[config.mk]
export PLATFORM = sky130hd
export DESIGN_NAME = pong_collision_engine_flat
export DESIGN_NICKNAME = d
export VERILOG_FILES = /design/src/rtl/pong_collision_engine_if.sv /design/src/rtl/pong_collision_engine.sv /design/src/flat_wrapper.sv
export SDC_FILE = /design/constraint.sdc
export NUM_CORES = 1
export LEC_CHECK = 0
export CAP_MARGIN = 25
export CORE_MARGIN = 4
export CORE_UTILIZATION = 50
export CTS_CLUSTER_SIZE = 10
export DETAILED_ROUTE_END_ITERATION = 8
export GPL_TIMING_DRIVEN = 0
export PLACE_DENSITY = 0.71
export SETUP_SLACK_MARGIN = 0.3
export SLEW_MARGIN = 20
export SYNTH_ARGS = -nofsm -noshare
export SYNTH_HDL_FRONTEND = slang
export SYNTH_SLANG_ARGS = --single-unit
[constraint.sdc]
create_clock -name Clk -period 3.6 [get_ports Clk]
set_clock_uncertainty 0.05 [all_clocks]
set_input_delay 0.72 -clock Clk [delete_from_list [all_inputs] [get_ports Clk]]
set_output_delay 0.72 -clock Clk [all_outputs]
set_load 0.01 [all_outputs]
[src/rtl/pong_collision_engine_if.sv]
// Ball/paddle coordinates in, prioritised collision report out.
// Widths follow the engine's XW/YW/CW parameters.
interface pong_collision_engine_if #(
    parameter int XW = 10,
    parameter int YW = 10,
    parameter int CW = 8
);
    logic          FrameTick;
    logic [XW-1:0] BallX;
    logic [YW-1:0] BallY;
    logic [YW-1:0] PadLY;
    logic [YW-1:0] PadRY;
    logic          CollValid;
    logic [2:0]    CollCode;
    logic [1:0]    PadZone;
    logic          ScoreL;
    logic          ScoreR;
    logic [CW-1:0] HitCount;

    modport master (
        output FrameTick, BallX, BallY, PadLY, PadRY,
        input  CollValid, CollCode, PadZone, ScoreL, ScoreR, HitCount
    );
    modport slave (
        input  FrameTick, BallX, BallY, PadLY, PadRY,
        output CollValid, CollCode, PadZone, ScoreL, ScoreR, HitCount
    );
endinterface

[src/rtl/pong_collision_engine.sv]
// Per-frame ball collision check against walls, ceiling/floor and two paddles.
// Four-state pipeline: latch, raw contact flags, priority resolve, one-cycle report.
module pong_collision_engine #(
    parameter int XW      = 10,
    parameter int YW      = 10,
    parameter int CW      = 8,
    parameter int TOP     = 73,
    parameter int BOTTOM  = 392,
    parameter int WALL_L  = 8,
    parameter int WALL_R  = 632,
    parameter int PADL_X  = 32,
    parameter int PADR_X  = 600,
    parameter int PAD_W   = 8,
    parameter int PAD_H   = 100,
    parameter int BALL_SZ = 8
) (
    input logic Clk,
    input logic Rst_n,
    pong_collision_engine_if.slave bus
);
    localparam int XE = XW + 1;
    localparam int YE = YW + 1;
    localparam int OE = YW + 2;
    localparam int ZW = $clog2(PAD_H);

    localparam logic [2:0] C_NONE  = 3'd0;
    localparam logic [2:0] C_PADL  = 3'd1;
    localparam logic [2:0] C_PADR  = 3'd2;
    localparam logic [2:0] C_CEIL  = 3'd3;
    localparam logic [2:0] C_FLOOR = 3'd4;
    localparam logic [2:0] C_WALLL = 3'd5;
    localparam logic [2:0] C_WALLR = 3'd6;

    localparam int F_WALLL = 0, F_WALLR = 1, F_CEIL = 2, F_FLOOR = 3, F_PADL = 4, F_PADR = 5;

    typedef enum logic [1:0] {IDLE, CAPTURE, RESOLVE, REPORT} stateT;
    stateT state, stateNxt;
    logic  latchEn, capEn, resEn;

    always_ff @(posedge Clk or negedge Rst_n)
        if (!Rst_n) state <= IDLE;
        else        state <= stateNxt;

    always_comb begin
        stateNxt = state;
        latchEn  = 1'b0;
        capEn    = 1'b0;
        resEn    = 1'b0;
        case (state)
            IDLE:    if (bus.FrameTick) begin latchEn = 1'b1; stateNxt = CAPTURE; end
            CAPTURE: begin capEn = 1'b1; stateNxt = RESOLVE; end
            RESOLVE: begin resEn = 1'b1; stateNxt = REPORT; end
            default: stateNxt = IDLE;
        endcase
    end

    logic [XW-1:0] bx;
    logic [YW-1:0] by, ply, pry;

    always_ff @(posedge Clk or negedge Rst_n)
        if (!Rst_n) begin
            bx <= '0; by <= '0; ply <= '0; pry <= '0;
        end else if (latchEn) begin
            bx <= bus.BallX; by <= bus.BallY; ply <= bus.PadLY; pry <= bus.PadRY;
        end

    // Sums carry one extra bit so edge-of-screen coordinates never wrap.
    logic [XE-1:0] bxE, bxS;
    logic [YE-1:0] byE, byS, plE, prE;
    logic [5:0]    flgNow;
    assign bxE = XE'(bx);
    assign bxS = bxE + XE'(BALL_SZ);
    assign byE = YE'(by);
    assign byS = byE + YE'(BALL_SZ);
    assign plE = YE'(ply);
    assign prE = YE'(pry);

    assign flgNow[F_WALLL] = bxE < XE'(WALL_L);
    assign flgNow[F_WALLR] = bxS > XE'(WALL_R);
    assign flgNow[F_CEIL]  = byE < YE'(TOP);
    assign flgNow[F_FLOOR] = byS > YE'(BOTTOM);
    assign flgNow[F_PADL]  = (bxE < XE'(PADL_X + PAD_W)) && (bxS > XE'(PADL_X)) &&
                             (byE < plE + YE'(PAD_H)) && (byS > plE);
    assign flgNow[F_PADR]  = (bxE < XE'(PADR_X + PAD_W)) && (bxS > XE'(PADR_X)) &&
                             (byE < prE + YE'(PAD_H)) && (byS > prE);

    function automatic logic [ZW-1:0] clampOff(input logic [YW-1:0] y, input logic [YW-1:0] p);
        logic [OE-1:0] d;
        d = OE'(y) + OE'(BALL_SZ / 2) - OE'(p);
        if (d[OE-1])                 return '0;
        else if (d > OE'(PAD_H - 1)) return ZW'(PAD_H - 1);
        else                         return ZW'(d);
    endfunction

    function automatic logic [1:0] zoneOf(input logic [ZW-1:0] off);
        if (off < ZW'(PAD_H / 3))          return 2'd0;
        else if (off < ZW'(2 * PAD_H / 3)) return 2'd1;
        else                               return 2'd2;
    endfunction

    logic [5:0]    flg;
    logic [ZW-1:0] offL, offR;

    always_ff @(posedge Clk or negedge Rst_n)
        if (!Rst_n) begin
            flg <= '0; offL <= '0; offR <= '0;
        end else if (capEn) begin
            flg  <= flgNow;
            offL <= clampOff(by, ply);
            offR <= clampOff(by, pry);
        end

    // Later assignments override earlier ones: lowest priority first.
    logic [2:0] win;
    logic [1:0] winZone;
    always_comb begin
        win = C_NONE;
        if (flg[F_PADR])  win = C_PADR;
        if (flg[F_PADL])  win = C_PADL;
        if (flg[F_FLOOR]) win = C_FLOOR;
        if (flg[F_CEIL])  win = C_CEIL;
        if (flg[F_WALLR]) win = C_WALLR;
        if (flg[F_WALLL]) win = C_WALLL;
        winZone = 2'd0;
        if (win == C_PADL)      winZone = zoneOf(offL);
        else if (win == C_PADR) winZone = zoneOf(offR);
    end

    logic          collValid, scoreL, scoreR;
    logic [2:0]    collCode, lock;
    logic [1:0]    padZone;
    logic [CW-1:0] hitCount;

    // A winner equal to the lockout code is swallowed; a clean frame clears the lockout.
    always_ff @(posedge Clk or negedge Rst_n)
        if (!Rst_n) begin
            collValid <= 1'b0; scoreL <= 1'b0; scoreR <= 1'b0;
            collCode  <= '0;   padZone <= '0;  hitCount <= '0; lock <= '0;
        end else begin
            collValid <= 1'b0;
            scoreL    <= 1'b0;
            scoreR    <= 1'b0;
            if (resEn) begin
                lock <= win;
                if (win != C_NONE && win != lock) begin
                    collValid <= 1'b1;
                    collCode  <= win;
                    padZone   <= winZone;
                    scoreR    <= (win == C_WALLL);
                    scoreL    <= (win == C_WALLR);
                    if (win == C_PADL || win == C_PADR) begin
                        if (hitCount != '1) hitCount <= hitCount + 1'b1;
                    end else if (win == C_WALLL || win == C_WALLR) begin
                        hitCount <= '0;
                    end
                end
            end
        end

    assign bus.CollValid = collValid;
    assign bus.CollCode  = collCode;
    assign bus.PadZone   = padZone;
    assign bus.ScoreL    = scoreL;
    assign bus.ScoreR    = scoreR;
    assign bus.HitCount  = hitCount;
endmodule

[src/flat_wrapper.sv]
// flat-port wrapper written by rule: the top's interface ports become plain ports
module pong_collision_engine_flat 
#(
    parameter int XW      = 10,
    parameter int YW      = 10,
    parameter int CW      = 8,
    parameter int TOP     = 73,
    parameter int BOTTOM  = 392,
    parameter int WALL_L  = 8,
    parameter int WALL_R  = 632,
    parameter int PADL_X  = 32,
    parameter int PADR_X  = 600,
    parameter int PAD_W   = 8,
    parameter int PAD_H   = 100,
    parameter int BALL_SZ = 8
)
  (Clk, Rst_n, bus_FrameTick, bus_BallX, bus_BallY, bus_PadLY, bus_PadRY, bus_CollValid, bus_CollCode, bus_PadZone, bus_ScoreL, bus_ScoreR, bus_HitCount);
  pong_collision_engine_if #(.XW(XW), .YW(YW), .CW(CW)) bus_i ();
  input logic Clk;
  input logic Rst_n;
  input wire logic [$bits(bus_i.FrameTick)-1:0] bus_FrameTick;
  input wire logic [$bits(bus_i.BallX)-1:0] bus_BallX;
  input wire logic [$bits(bus_i.BallY)-1:0] bus_BallY;
  input wire logic [$bits(bus_i.PadLY)-1:0] bus_PadLY;
  input wire logic [$bits(bus_i.PadRY)-1:0] bus_PadRY;
  output wire logic [$bits(bus_i.CollValid)-1:0] bus_CollValid;
  output wire logic [$bits(bus_i.CollCode)-1:0] bus_CollCode;
  output wire logic [$bits(bus_i.PadZone)-1:0] bus_PadZone;
  output wire logic [$bits(bus_i.ScoreL)-1:0] bus_ScoreL;
  output wire logic [$bits(bus_i.ScoreR)-1:0] bus_ScoreR;
  output wire logic [$bits(bus_i.HitCount)-1:0] bus_HitCount;
  assign bus_i.FrameTick = bus_FrameTick;
  assign bus_i.BallX = bus_BallX;
  assign bus_i.BallY = bus_BallY;
  assign bus_i.PadLY = bus_PadLY;
  assign bus_i.PadRY = bus_PadRY;
  assign bus_CollValid = bus_i.CollValid;
  assign bus_CollCode = bus_i.CollCode;
  assign bus_PadZone = bus_i.PadZone;
  assign bus_ScoreL = bus_i.ScoreL;
  assign bus_ScoreR = bus_i.ScoreR;
  assign bus_HitCount = bus_i.HitCount;
  pong_collision_engine #(.XW(XW), .YW(YW), .CW(CW), .TOP(TOP), .BOTTOM(BOTTOM), .WALL_L(WALL_L), .WALL_R(WALL_R), .PADL_X(PADL_X), .PADR_X(PADR_X), .PAD_W(PAD_W), .PAD_H(PAD_H), .BALL_SZ(BALL_SZ)) u_core (.Clk(Clk), .Rst_n(Rst_n), .bus(bus_i));
endmodule
==> results.cfg <==
[outcome]
run_status = finished, final reports clean

[cts]
tritoncts = built
worstSkewPairLatency_ns = 0.35
clock_path_buffers = 2
cts.clk_slew.worst_paths_ns = 0.06
clockRootBuffer = sky130_fd_sc_hd__clkbuf_16
clock_sinks = 81
cts_inserted_buffers = 9
cts-htree-levels = 3

[run]
max-cap-violations = 0

[yosys]
synth.net_count = 746
synth_compound_gate_area_share_pct = 18.8
main_combinational_cell_family_by_area_after_synthesis = compound AO/OA/AOI/OAI gates
synth.top_cells.by_area = sky130_fd_sc_hd__dfrtp_1 34%, sky130_fd_sc_hd__ha_1 14%, sky130_fd_sc_hd__mux2_2 8.2%
yosys.area_share.simple_pct = 15.1
synth_top_cell_by_area = sky130_fd_sc_hd__dfrtp_1
number_of_flops_mapped_to_enable_cells_by_yosys = 0
postSynth.asyncResetShare_pct = 100
synth-adder-area-share_pct = 14.2
yosys_register_bits = 81
yosys.cell_count.top_type = sky130_fd_sc_hd__dfrtp_1
synth_largest_type_area_fraction_pct = 33.7
ys_warn_count = 0
yosys.area_share.xor_xnor_pct = 5.98
syn_inst_count = 636
post_synth_instance_area_um2 = 6010
synthMuxAreaShare_pct = 8.58
yosys-top-cells-count = 81 x sky130_fd_sc_hd__dfrtp_1, 65 x sky130_fd_sc_hd__ha_1, 44 x sky130_fd_sc_hd__mux2_2, 37 x sky130_fd_sc_hd__inv_1, 37 x sky130_fd_sc_hd__nor2_1
synthFlopType = sky130_fd_sc_hd__dfrtp_1
synth_area_per_cell_um2 = 9.45
synth_sequential_area_ratio_pct = 33.7
synth.distinct_cells = 62

[floorplan]
top_level_ports = 59
placeableCoreArea_um2 = 11600
effective_utilization_at_floorplan_pct = 51.7
die_height_um = 118
floorplan.die_area_um2 = 13800
fp-row-count = 39
fp.dieW_um = 118

[global_route]
largest_net_degree_at_the_start_of_global_routing = 50
globalRouteOverflowTotal = 0
grt_usage_pct = 20.7
grt_pass1_wl_um = 23600
first_global_vias = 4955
number_of_antenna_violations_at_the_first_check_in_global_routing = 0

[layout]
final_net_count = 826
fin_util_pct = 62.2
num_antenna_cells = 0
final_layout_size_suffix_gt1_share_pct = 13.0
postLayoutCellArea_um2 = 7220
flow.area_growth_from_synthesis_pct = 20.2

[place]
placed_area_um2 = 6790
finalWeightedCongestion = 0.961
dp_hpwl_um = 11200
detailedPlace.worstSlack_ns = 0.0889
place.port_buffers = 58

[detailed_routing]
wl_met3_um = 546
post_drt_wl_per_cell_um = 16.7
dr_total_vias = 5106
antenna_left = 0
route.met2.wl_um = 6840
drt-initial-drc-count = 341
drt_pass1_iterations = 7
post-route-drc-count = 0
route.layer.met1.wl_um = 6610
routed_via_density = 5.91
routed_wirelength_um = 14400
top_layer_used = met4

[setup_path]
crit_fanout = 8
crit_arrival_ns = 3.36
required_ns = 3.75
start_kind = flip-flop
timing.critical_path.to_type = flip-flop
timing_worst_setup_path_type = reg2reg

[hold_path]
min-delay-path-class = in2async

[sta]
totalNegativeSetupSlack_ns = 0
timing.final.crit_period_ns = 3.21
worst_pin_slew_ns = 0.650
fmax_mhz = 312
final_setup_margin_ns = 0.393
slew_headroom_pct = 56.3
timing.final.max_slew_violations = 0
final.period_utilization_pct = 89.1
grt_setup_unrepaired = no
final-setup-viol-count = 0
report.final.hold_viol_count = 0
## sequential cells by signal (all words and copies together) (netlist names), 6 cells and up
name	count
u_core.bx	10
u_core.bus.HitCount	8
u_core.pry	10
u_core.offR	7
u_core.ply	10
u_core.flg	6
u_core.offL	7
u_core.by	10
## critical path: stages, from the launching register on
cell and delay [ns]:
sky130_fd_sc_hd__dfrtp_2 0.47, sky130_fd_sc_hd__ha_1 0.26, sky130_fd_sc_hd__xor2_1 0.31, sky130_fd_sc_hd__ha_1 0.36, sky130_fd_sc_hd__or4_1 0.51, sky130_fd_sc_hd__o21ai_0 0.15, sky130_fd_sc_hd__a31oi_2 0.12, sky130_fd_sc_hd__mux2i_1 0.19
sky130_fd_sc_hd__nand4_1 0.15, sky130_fd_sc_hd__nor2_1 0.32, sky130_fd_sc_hd__a41oi_1 0.17
## cells by family (layout without fill, tap and decap cells)
kind of cell,count (synthesis),after routing
adder cells (fa/ha/maj),67,67
buffers and inverters,56,141
multiplexers,46,46
AND/OR/NAND/NOR,176,176
AO/OA/AOI/OAI,169,169
XOR/XNOR,41,41
flip-flops,81,81
## area by class of cell
type / count / area [µm²]
inverters: 37 / 139
fillers: 996 / 4390
plain buffers: 19 / 80.1
flip-flops and latches: 81 / 2030
well taps: 143 / 179
clock inverters: 6 / 90.1
repair buffers: 69 / 681
clock buffers: 10 / 229
multi-input cells: 499 / 3800
## stage by stage
| step | hold WS, ns | std cells |
|---|---|---|
| 2_1_floorplan | 0.374 | 636 |
| 3_3_place_gp | 0.422 | 837 |
| 3_5_place_dp | 0.425 | 838 |
| 5_1_grt | 0.302 | 864 |
| 4_1_cts | 0.279 | 855 |
| 6_report | 0.269 | 864 |
## cell usage in the layout (no fill, tap or decap), types with 3 or more instances in the layout
cell type and instances:
sky130_fd_sc_hd__clkdlybuf4s50_1 57, sky130_fd_sc_hd__clkbuf_1 13, sky130_fd_sc_hd__nand2_1 36, sky130_fd_sc_hd__a32o_1 6
sky130_fd_sc_hd__o211ai_1 8, sky130_fd_sc_hd__dfrtp_2 3, sky130_fd_sc_hd__xnor2_1 27, sky130_fd_sc_hd__o21a_1 10
sky130_fd_sc_hd__and3_1 17, sky130_fd_sc_hd__a22oi_1 3, sky130_fd_sc_hd__xor2_1 12, sky130_fd_sc_hd__dfrtp_1 78
sky130_fd_sc_hd__nand2b_1 13, sky130_fd_sc_hd__mux2_2 44, sky130_fd_sc_hd__a21oi_1 36, sky130_fd_sc_hd__buf_4 11
sky130_fd_sc_hd__a211oi_1 8, sky130_fd_sc_hd__buf_2 5, sky130_fd_sc_hd__and2_1 7, sky130_fd_sc_hd__a31oi_1 11
sky130_fd_sc_hd__nand4_1 8, sky130_fd_sc_hd__nor4_1 5, sky130_fd_sc_hd__clkbuf_16 9, sky130_fd_sc_hd__nor2b_1 4
sky130_fd_sc_hd__o31ai_1 4, sky130_fd_sc_hd__ha_1 64, sky130_fd_sc_hd__a21o_1 7, sky130_fd_sc_hd__nor2_1 37
sky130_fd_sc_hd__nor3_1 12, sky130_fd_sc_hd__or4_1 5, sky130_fd_sc_hd__o21bai_1 5, sky130_fd_sc_hd__o21ai_0 33
sky130_fd_sc_hd__o21ai_1 9, sky130_fd_sc_hd__or2_2 3, sky130_fd_sc_hd__nand3_1 18, sky130_fd_sc_hd__inv_1 37
## worst paths after layout
| kind | slack (ns) | start | depth (start not counted) | end |
|---|---|---|---|---|
| max in group asynchronous | 2.64 | Rst_n | 2 | u_core.bx[0] |
| worst min-delay path | 0.27 | Rst_n | 1 | u_core.offL[3] |
| worst min register to register | 0.43 | u_core.offL[2] | 1 | u_core.offL[2] |
| min in group Clk | 0.43 | u_core.offL[2] | 1 | u_core.offL[2] |
| worst max-delay path | 0.39 | u_core.by[2] | 10 | u_core.offR[0] |
| worst max register to register | 0.39 | u_core.by[2] | 10 | u_core.offR[0] |
## repair_timing
| action | 4_1_cts | 5_1_grt |
|---|---|---|
| endpoints found under the setup margin | 12 | 12 |
| resized for setup | 5 | 6 |
| endpoints found under the hold margin | 0 | 0 |
| pin swaps | 1 | 1 |
| buffers inserted | 1 | 9 |
| hold buffers | 0 | 0 |
## per-layer routing
metal,track usage (%),up-vias
met5,0,-
met4,8.50,0
met3,4.18,27
met2,34.0,139
met1,26.6,2439
li1,-,2501
Power is left out: the tool's default activity adds up to more than one toggle a clock period on the data nets, which glitch-free logic cannot reach.
